`src/rtl/usr_gen.sv`:
```
// rtl/usr_gen.sv - parametrised universal shift register with barrel shifts and self-timed serializer
// Optional feature macro: USR_GEN_PARITY_EN (adds output par = XOR of pout)
module usr_gen #(
    parameter int N  = 8,
    parameter int AW = 3
) (
    input  logic          clk,
    input  logic          rst,
    input  logic          en,
    input  logic          ld,
    input  logic [2:0]    mode,
    input  logic [AW-1:0] amt,
    input  logic          sin,
    input  logic [N-1:0]  pin,
    input  logic          start,
    output logic [N-1:0]  pout,
    output logic          sout,
    output logic          busy,
    output logic          done
`ifdef USR_GEN_PARITY_EN
    ,
    output logic          par
`endif
);

    typedef enum logic {
        IDLE = 1'b0,
        SER  = 1'b1
    } state_t;

    // Last serializer cycle index; count runs 0..N-1 and never beyond.
    localparam logic [AW:0] LAST = (AW+1)'(N - 1);

    state_t       state, nxt_state;
    logic [AW:0]  cnt, nxt_cnt;
    logic [N-1:0] nxt_pout;
    logic         nxt_done;

    logic [N-1:0]   sra_res;
    logic [2*N-1:0] dbl_l, dbl_r;

    // Barrel helpers: doubling the word turns rotates into plain shifts.
    always_comb begin
        sra_res = N'($signed(pout) >>> amt);
        dbl_l   = {pout, pout} << amt;
        dbl_r   = {pout, pout} >> amt;
    end

    // Next-state and datapath selection; holds and done=0 are the defaults.
    always_comb begin
        nxt_state = state;
        nxt_cnt   = cnt;
        nxt_pout  = pout;
        nxt_done  = 1'b0;
        if (en) begin
            case (state)
                IDLE: begin
                    if (start) begin
                        nxt_pout  = pin;
                        nxt_cnt   = '0;
                        nxt_state = SER;
                    end else if (ld) begin
                        nxt_pout = pin;
                    end else begin
                        case (mode)
                            3'b000:  nxt_pout = pout;
                            3'b001:  nxt_pout = {sin, pout[N-1:1]};
                            3'b010:  nxt_pout = {pout[N-2:0], sin};
                            3'b011:  nxt_pout = pout >> amt;
                            3'b100:  nxt_pout = pout << amt;
                            3'b101:  nxt_pout = sra_res;
                            3'b110:  nxt_pout = dbl_l[2*N-1:N];
                            3'b111:  nxt_pout = dbl_r[N-1:0];
                            default: nxt_pout = pout;
                        endcase
                    end
                end
                SER: begin
                    nxt_pout = {1'b0, pout[N-1:1]};
                    if (cnt == LAST) begin
                        nxt_cnt   = '0;
                        nxt_state = IDLE;
                        nxt_done  = 1'b1;
                    end else begin
                        nxt_cnt = cnt + 1'b1;
                    end
                end
                default: nxt_state = IDLE;
            endcase
        end
    end

    // State register; reset clears everything immediately, even mid-word.
    always_ff @(posedge clk or negedge rst) begin
        if (!rst) begin
            state <= IDLE;
            cnt   <= '0;
            pout  <= '0;
            done  <= 1'b0;
        end else begin
            state <= nxt_state;
            cnt   <= nxt_cnt;
            pout  <= nxt_pout;
            done  <= nxt_done;
        end
    end

    assign busy = (state == SER);
    assign sout = pout[0];

`ifdef USR_GEN_PARITY_EN
    assign par = ^pout;
`endif

endmodule

```
`config.mk`:
```
export PLATFORM = sky130hd
export DESIGN_NAME = usr_gen
export DESIGN_NICKNAME = d
export VERILOG_FILES = /design/src/rtl/usr_gen.sv
export SDC_FILE = /design/constraint.sdc
export NUM_CORES = 1
export LEC_CHECK = 0
export CAP_MARGIN = 15
export CORE_MARGIN = 2
export CORE_UTILIZATION = 55
export CTS_CLUSTER_SIZE = 20
export DETAILED_ROUTE_END_ITERATION = 8
export PLACE_DENSITY = 0.91
export SETUP_SLACK_MARGIN = 0.1
export SLEW_MARGIN = 20
export SYNTH_ARGS = -nofsm -noshare
export SYNTH_HDL_FRONTEND = slang
export SYNTH_SLANG_ARGS = --single-unit
export TNS_END_PERCENT = 100
```
`constraint.sdc`:
```
create_clock -name clk -period 3.3 [get_ports clk]
set_input_delay 0.66 -clock clk [delete_from_list [all_inputs] [get_ports clk]]
set_output_delay 0.66 -clock clk [all_outputs]
set_load 0.005 [all_outputs]
```
==> results of run 1 <==
-- cells by family after synthesis --
| kind of cell | count (synthesis) | synth area share, % |
|---|---|---|
| AO/OA/AOI/OAI | 85 | 31.8 |
| multiplexers | 22 | 18.1 |
| AND/OR/NAND/NOR | 89 | 22.9 |
| flip-flops | 14 | 18.1 |
| buffers and inverters | 36 | 8.46 |
| adder cells (fa/ha/maj) | 1 | 0.646 |
-- worst min-delay path by stage --
stage	startpoint	end	cells after the start
after floorplan	rst	busy$_DFFE_PN0P_	0
after CTS	cnt[1]$_DFFE_PN0P_	cnt[1]$_DFFE_PN0P_	1
final	cnt[1]$_DFFE_PN0P_	cnt[1]$_DFFE_PN0P_	1
after detailed placement	cnt[1]$_DFFE_PN0P_	cnt[1]$_DFFE_PN0P_	1
after global placement	cnt[1]$_DFFE_PN0P_	cnt[1]$_DFFE_PN0P_	1
after global routing	cnt[1]$_DFFE_PN0P_	cnt[1]$_DFFE_PN0P_	1
-- final cells by class --
type | count | area [um2]
multi-input combinational | 197 | 1420
fill | 293 | 1090
timing repair buffer | 42 | 390
sequential | 14 | 350
tap | 46 | 57.6
clock buffer | 4 | 36.3
inverter | 5 | 18.8
-- power by group through the flow --
stage / Sequential [mW] / Combinational, mW / Clock [mW]
finish: 0.398 / 0.612 / 0.138
global route: 0.402 / 0.672 / 0.148
CTS: 0.384 / 0.603 / 0.135
detailed placement: 0.388 / 0.598 / 0
global placement: 0.382 / 0.580 / 0
floorplan: 0.281 / 0.474 / 0
-- Yosys cell counts (all sizes together), types with 3 or more instances --
library cell  count
nor3              4
nand2b            4
a31oi             6
nor4              4
a211o             4
dfrtp            14
a2111oi           4
nand2            25
and2              5
nand4             3
nand3             8
a21oi            24
inv               5
buf              13
o21ai            11
nor2             18
mux2i            11
o31ai             3
clkbuf           18
a22o              3
nand3b            7
nor2b             5
mux4              9
a211oi            4
-- critical path, stage by stage --
cell and delay, ps:
clkdlybuf4s50_1 860, mux4_2 460, and2_0 190, o311a_1 320, nor4_1 470, o31ai_1 140
-- through the flow --
step | hold WS (ps) | util, % | instance area (um2) | worst slack, ps
2_1_floorplan | 364 | - | 1940 | 1060
3_3_place_gp | 501 | 66.6 | 2240 | 189
3_5_place_dp | 515 | 66.6 | 2240 | 139
4_1_cts | 535 | 67.7 | 2280 | 450
5_1_grt | 587 | 67.7 | 2280 | 314
6_report | 534 | 67.7 | 2280 | 345
-- sequential cells by signal (all words and copies together), names as in the netlist --
name,count
pout,8
done,1
busy,1
cnt,4
-- routing by layer --
layer  part of all wire, %  vias to the layer above  global-route usage, %
li1                      -                      985                      -
met1                    37                     1001                   46.4
met5                     0                        -                      0
met4                   4.8                        0                   17.9
met3                    14                       48                   6.25
met2                    44                      233                   50.0
==> metrics, run 1 <==
outcome finished, final reports clean; share of cells above drive strength 1 10.3%; maxcap violations 0; Switching Power 0.526 mW; worst path arrival time 3110 ps; total congestion overflow 0; async set or reset register ratio after synthesis 100%; hold buffers post-CTS 0; worst slew pin tran 746 ps; io pins 31; TritonCTS Buffers 3; Root Driver clkbuf_4; sequential share of the synthesized area 18.1%; Setup Skew 26.6 ps; number of antenna violations at the first check in global routing 0; Int Pwr 0.623 mW; crit path to pout[1]$_DFFE_PN0P_; Yosys top cell by area dfrtp_1; Worst Path Class, Setup in2reg; Mapped Area 0.00194 mm2; GPL Wtd Cong 0.979; VDD IR-drop max 0.000398 V; worst hold path type reg2reg; DP Wirelength 4410 um; Seq pwr share 34.7%; ANT cells 0; Skew-Pair Late Insertion Delay 310 ps; Routed WL 6400 um; vias per cell 7.36; Final Hold Fails 0; number of flops mapped to enable cells by yosys 0; reg2reg setup slack 840 ps; largest fanout on the critical path 13; Avg WL per Cell 20.8 um; global-route wire length before repair 10,700 um; nature of the critical path startpoint input pin; largest net degree at the start of global routing 25; commonest non-fill, non-tap cell in the layout clkdlybuf4s50_1; vias in the first global route 2,147; R2R Path Start pout[3]$_DFFE_PN0P_; DRC 0; largest cells by area after synthesis dfrtp_1, a21oi_1, mux4_2, mux2i_1, mux4_1; Synth top area share 18.1%; DR vias 2,267; #FFs+latches synth 14; CTS H-tree depth 1; num rows 21; CP required 3460 ps; Yosys warning count 0; Initial Utilization 57.6%; commonest cells after routing, fill and taps aside clkdlybuf4s50_1, nand2_1, a21oi_1; post-CTS setup repair buffer count 0; slew margin rel. 50.1%; CORE AREA 0.00336 mm2; crit path from amt[1]; Die Area 0.00401 mm2; PortBufs 30; # placed instances 304; Final TNS setup 0 ps; CTS-repair resized insts 0; Mapped Avg Cell Area 7.84 um2; Crit Reg-Reg Endpoint pout[1]$_DFFE_PN0P_; dominant synthesized flop cell dfrtp_1; Synth Instances 247; FF-to-FF path depth 5; Mapped Nets 268; DRT antenna net count 0; unrepaired setup endpoints after global routing false; CP Capture Type flop; switch share 45.8%; Clk pin slew, worst setup/hold paths 90 ps; Iter 0 DRT Violations 512; Design Power 1.15 mW; fin crit share 89.5%; post-layout minimum cycle time 2950 ps; Combinational Power Share 53.3%; chip width 63.3 um; Final setup viols 0; Nets 284; number of clock sinks 14; fin. max-slew vios 0; power share of the clock group 12.0%; Tot GR Track Use 33.7%; Die Ht 63.3 um; Pleak 0.847 nW; P&R area growth vs syn 17.5%; DRT Pass-1 Iters 5; library cells used by synthesis 56; Finished Layout Cells 308; Power Density 505 mW/mm2; worst-case clock buffer depth 2; f_max 338 MHz; TritonCTS clock tree yes
(Power assumes the default switching activity.)
==> inputs of run 2 (changes only) <==
- SLEW_MARGIN: 20 -> default
- TNS_END_PERCENT: 100 -> 10
==> results of run 2 <==
Final layout, timing and power as in run 1 (identical DEF).
